==> src/rtl/serdes_tx_scheduler.sv <==
// Transmit sequencer for the 8b/10b encoder + 10-bit serializer: slot timing,
// link training, valid/ready user intake, idle fill and drain on link disable.
module serdes_tx_scheduler #(
   parameter int unsigned FRAME_LEN   = 10,
   parameter int unsigned TRAIN_WORDS = 16,
   parameter logic [7:0]  TRAIN_BYTE  = 8'h4A,
   parameter logic [7:0]  IDLE_BYTE   = 8'h00
) (
   input  logic       clk,
   input  logic       rst_n,
   input  logic       link_en,
   input  logic       in_valid,
   input  logic [7:0] in_data,
   output logic       in_ready,
   output logic [7:0] enc_data,
   output logic       enc_ser_en,
   output logic       ser_load,
   output logic       link_up,
   output logic       tx_active,
   output logic       idle_fill
);
   localparam int unsigned CW  = $clog2(FRAME_LEN);
   localparam int unsigned TCW = $clog2(TRAIN_WORDS + 1);
   localparam logic [CW-1:0]  ISSUE = CW'(FRAME_LEN - 2);
   localparam logic [CW-1:0]  LOAD  = CW'(FRAME_LEN - 1);
   localparam logic [TCW-1:0] TW    = TCW'(TRAIN_WORDS);

   typedef enum logic [1:0] {OFF, TRAIN, DATA, DRAIN} state_t;

   state_t         state;
   logic [CW-1:0]  cnt;
   logic [CW-1:0]  cnt_nxt;
   logic [TCW-1:0] train_cnt;
   logic [TCW-1:0] train_inc;
   logic           load_q;
   logic           at_issue;
   logic           sending;

   assign cnt_nxt   = (cnt == LOAD) ? '0 : cnt + 1'b1;
   assign train_inc = (train_cnt == TW) ? train_cnt : train_cnt + 1'b1;

   // Strobe/handshake decode; link_en is only consulted at the issue slot.
   assign at_issue   = (cnt == ISSUE);
   assign sending    = (state == TRAIN) || (state == DATA);
   assign enc_ser_en = sending && at_issue && link_en;
   assign in_ready   = (state == DATA) && at_issue && link_en;
   assign idle_fill  = in_ready && !in_valid;
   assign link_up    = (state == DATA);
   assign tx_active  = (state != OFF);
   assign ser_load   = load_q;

   always_comb begin
      enc_data = IDLE_BYTE;
      if (enc_ser_en) begin
         if (state == TRAIN)
            enc_data = TRAIN_BYTE;
         else if (in_valid)
            enc_data = in_data;
      end
   end

   always_ff @(posedge clk) begin
      if (!rst_n) begin
         state     <= OFF;
         cnt       <= '0;
         train_cnt <= '0;
         load_q    <= 1'b0;
      end else begin
         // Encoder output lands one cycle after its strobe, i.e. in the LOAD slot.
         load_q <= enc_ser_en;
         case (state)
            OFF: begin
               cnt <= '0;
               if (link_en) begin
                  state     <= TRAIN;
                  train_cnt <= '0;
               end
            end
            TRAIN: begin
               cnt <= cnt_nxt;
               if (at_issue && !link_en)
                  state <= DRAIN;
               if (cnt == LOAD && load_q) begin
                  train_cnt <= train_inc;
                  if (train_inc >= TW)
                     state <= DATA;
               end
            end
            DATA: begin
               cnt <= cnt_nxt;
               if (at_issue && !link_en)
                  state <= DRAIN;
            end
            DRAIN: begin
               cnt <= cnt_nxt;
               if (cnt == LOAD)
                  state <= OFF;
            end
            default: begin
               state <= OFF;
               cnt   <= '0;
            end
         endcase
      end
   end

endmodule

==> config.mk <==
export PLATFORM = sky130hd
export DESIGN_NAME = serdes_tx_scheduler
export DESIGN_NICKNAME = d
export VERILOG_FILES = /design/src/rtl/serdes_tx_scheduler.sv
export SDC_FILE = /design/constraint.sdc
export NUM_CORES = 1
export LEC_CHECK = 0
export CORE_UTILIZATION = 50
export CTS_CLUSTER_SIZE = 28
export DETAILED_ROUTE_END_ITERATION = 10
export DONT_BUFFER_PORTS = 1
export PLACE_DENSITY = 0.65
export SYNTH_ARGS = -nofsm -noshare
export SYNTH_HDL_FRONTEND = slang
export SYNTH_SLANG_ARGS = --single-unit
==> constraint.sdc <==
create_clock -name clk -period 1.66 [get_ports clk]
set_input_delay 0.166 -clock clk [delete_from_list [all_inputs] [get_ports clk]]
set_output_delay 0.166 -clock clk [all_outputs]
set_load 0.1 [all_outputs]
==> impl_metrics.csv <==
group,metric,value,unit
global_routing,use_met2,0.448,
placed_design,dp_cells,137,
power,p_leak,0.540,nW
power,p_seq_frac,0.374,
global_routing,gr-max-usage-layer,"met2",
synthesis,ys.flop_type,"dfxtp_1",
sta,setup_viol,9,
cts,root_buffer,"clkbuf_4",
sta,drv_slew,0,
floorplanning,die_y,43.9,microns
drt,drc_errors,3,
worst_setup_path,critPathMaxStageDelay,380,ps
sta,clock_skew,3.99,ps
cts,clock-sinks,12,
power,swShare,0.353,
layout,fin_nets,159,
floorplanning,num_io_pins,26,
synthesis,ys_ff_latch,12,
global_routing,grt_max_degree,13,
outcome,status,"complete, but fails checks",
synthesis,syn_area,876,sq um
sta,rsz0062_at_grt,"yes",
placed_design,port_buffers,0,
power,pwr-share-clk,0.297,
cts,cts_max_path_buffers,2,
sta,relSlewSlack,0.800,
layout,fin_util,0.847,
sta,period_share,1.12,
power,p_switching,295,uW
synthesis,synthDistinctLibCells,37,
synthesis,synth_commonest_cells,"dfxtp_1, inv_1, ha_1, a21oi_1, nor2_1",
min_path,holdPathStages,1,
sta,worst_pin_slew,297,ps
drt,routed_wl,2620,microns
global_routing,grt_usage,0.286,
layout,diodes,0,
global_routing,grt_pass1_wl,3880,microns
floorplanning,coreArea,1580,sq um
layout,drive_gt1_frac,0.452,
worst_setup_path,crit_cells,5,
synthesis,yosys.area.top_type,"dfxtp_1",
worst_setup_path,rr_worst_depth,6,
global_routing,overflow,0,
synthesis,synth_top_area_share,0.274,
worst_setup_path,cpMaxStageDelayCell,"dfxtp_4",
worst_setup_path,worstSetupStartpointType,"register",
synthesis,synth_edf_count,0,
power,power_density,627,nW/um^2
global_routing,antenna_found_initial,0,
power,intPower,542,uW
floorplanning,die_width,43.9,microns
floorplanning,num_rows,14,
worst_setup_path,crit_arrival,1700,ps
layout,fin_area,1340,sq um
global_routing,first_global_vias,819,
drt,routed_via_density,6.23,
outcome,violations,"DRC, setup timing",
synthesis,yosysSeqAreaShare,0.274,
worst_setup_path,crit_required,1490,ps
cts,tritoncts,"yes",
sta,finalHoldViolations,0,
sta,fin_crit,1860,ps
worst_setup_path,path_max_fanout,5,
layout,fin_cells,151,
synthesis,postSynthCellCount,108,
cts,htreeDepth,1,
worst_setup_path,crit_type,"reg -> out",
placed_design,gp_congestion,0.776,
worst_setup_path,cp_cell_sequence,"inv_6 > ha_4 > nand4_4 > nor3b_4 > and2_4",
placed_design,place_area,1150,sq um
global_routing,met1_usage,0.356,
cts,numCtsBuffers,3,
drt,dr.first_iter.drc_count,58,
sta,fin_ws,-203,ps
cts,clkLatencyLatePin,290,ps
cts,ctsHoldBuffers,0,
placed_design,post-place-ws,-1.21,ps
sta,max_clock_freq,0.537,GHz
worst_setup_path,critPathBufInv,1,
drt,via_count,940,
synthesis,yosysWarnings,0,
job,cap_violations,0,
drt,first_pass_iters,9,
synthesis,synth.area.top_cells,"dfxtp_1, ha_1, a21oi_1",
synthesis,syn_area_per_cell,8.11,sq um
global_routing,globalRouteMet3Util,0.0833,
worst_setup_path,worst_setup_path_end_kind,"output pin",
power,comb_power_share,0.329,
floorplanning,die_area,1920,sq um
floorplanning,initial_core_util,0.556,
synthesis,synthArstFlopShare,0,
layout,area_delta_synth_final,52.4,%
cts,clk_pin_slew,80,ps
synthesis,synth_nets,131,
min_path,hold_path_class,"in -> reg",
drt,routedWlPerCell,17.3,microns
placed_design,dp_hpwl,1670,microns
drt,drtAntennaViolNets,0,
power,ir_worst_vdd,0.000542,V
worst_setup_path,critPathTopFamily,"simple AND/OR/NAND/NOR gates",
-- state kept, by name, summed over array words and instances, names as in the netlist --
name / flops
state: 2
cnt: 4
train_cnt: 5
ser_load: 1
-- timing repair --
item	4_1_cts	5_1_grt
gates cloned	0	1
pin swaps	7	9
setup endpoints to repair	13	16
gates resized for setup	12	10
buffers inserted	7	4
-- cell usage in the layout, fill, tap and decap left out, types with 2 or more instances in the layout --
| master | n |
|---|---|
| inv_1 | 7 |
| clkbuf_4 | 3 |
| nor2_4 | 3 |
| clkinvlp_4 | 2 |
| nor2_1 | 7 |
| dfxtp_4 | 3 |
| buf_12 | 5 |
| o21ai_0 | 5 |
| a41oi_1 | 2 |
| buf_4 | 17 |
| ha_4 | 4 |
| nand2_1 | 6 |
| dfxtp_1 | 6 |
| dfxtp_2 | 3 |
| inv_6 | 2 |
| nand3_1 | 4 |
| xnor2_1 | 2 |
| a21oi_1 | 10 |
| or3_1 | 2 |
| ha_1 | 6 |
| nand4bb_1 | 2 |
| nand4_1 | 2 |
| and2_4 | 5 |
-- metal layers --
| layer | up-vias | share of wire |
|---|---|---|
| li1 | 440 | - |
| met1 | 425 | 0.39 |
| met2 | 64 | 0.49 |
| met3 | 11 | 0.085 |
| met4 | 0 | 0.034 |
| met5 | - | 0 |
-- area by class of cell --
cell class / count / area [sq um]
inverters: 12 / 62.6
fillers: 93 / 241
repair buffers: 24 / 254
multi-input cells: 83 / 707
clock buffers: 4 / 36.3
flip-flops and latches: 12 / 255
well taps: 16 / 20.0
-- power groups by stage --
stage / Clock [mW] / Sequential (mW) / Combinational [mW]
finish: 0.248 / 0.313 / 0.275
detailed placement: 0 / 0.321 / 0.211
global placement: 0 / 0.319 / 0.209
floorplan: 0 / 0.318 / 0.168
CTS: 0.253 / 0.313 / 0.254
global route: 0.265 / 0.315 / 0.296
-- cells by family after synthesis --
group,synth area share
compound gates,0.181
xor+xnor,0.0300
fa+ha+maj,0.157
buf+inv,0.0686
flops,0.274
simple gates,0.289
-- metrics by stage --
stage | hold slack, ps | power [mW] | setup TNS, ps
after floorplan | 328 | 0.486 | -484
after global placement | 329 | 0.529 | 0
after detailed placement | 334 | 0.532 | -1.21
after CTS | 29.0 | 0.821 | -1600
after global routing | 27.8 | 0.876 | -2090
final | 35.2 | 0.837 | -1530
-- final timing paths --
path	start	end	slack, ps
worst max-delay path	state[1]	enc_data[4]	-200
worst min-delay path	rst_n	state[1]	40
worst max register to register	state[0]	state[1]	50
worst min register to register	train_cnt[3]	train_cnt[3]	510
Note: power is estimated with default switching activity, not from simulation.
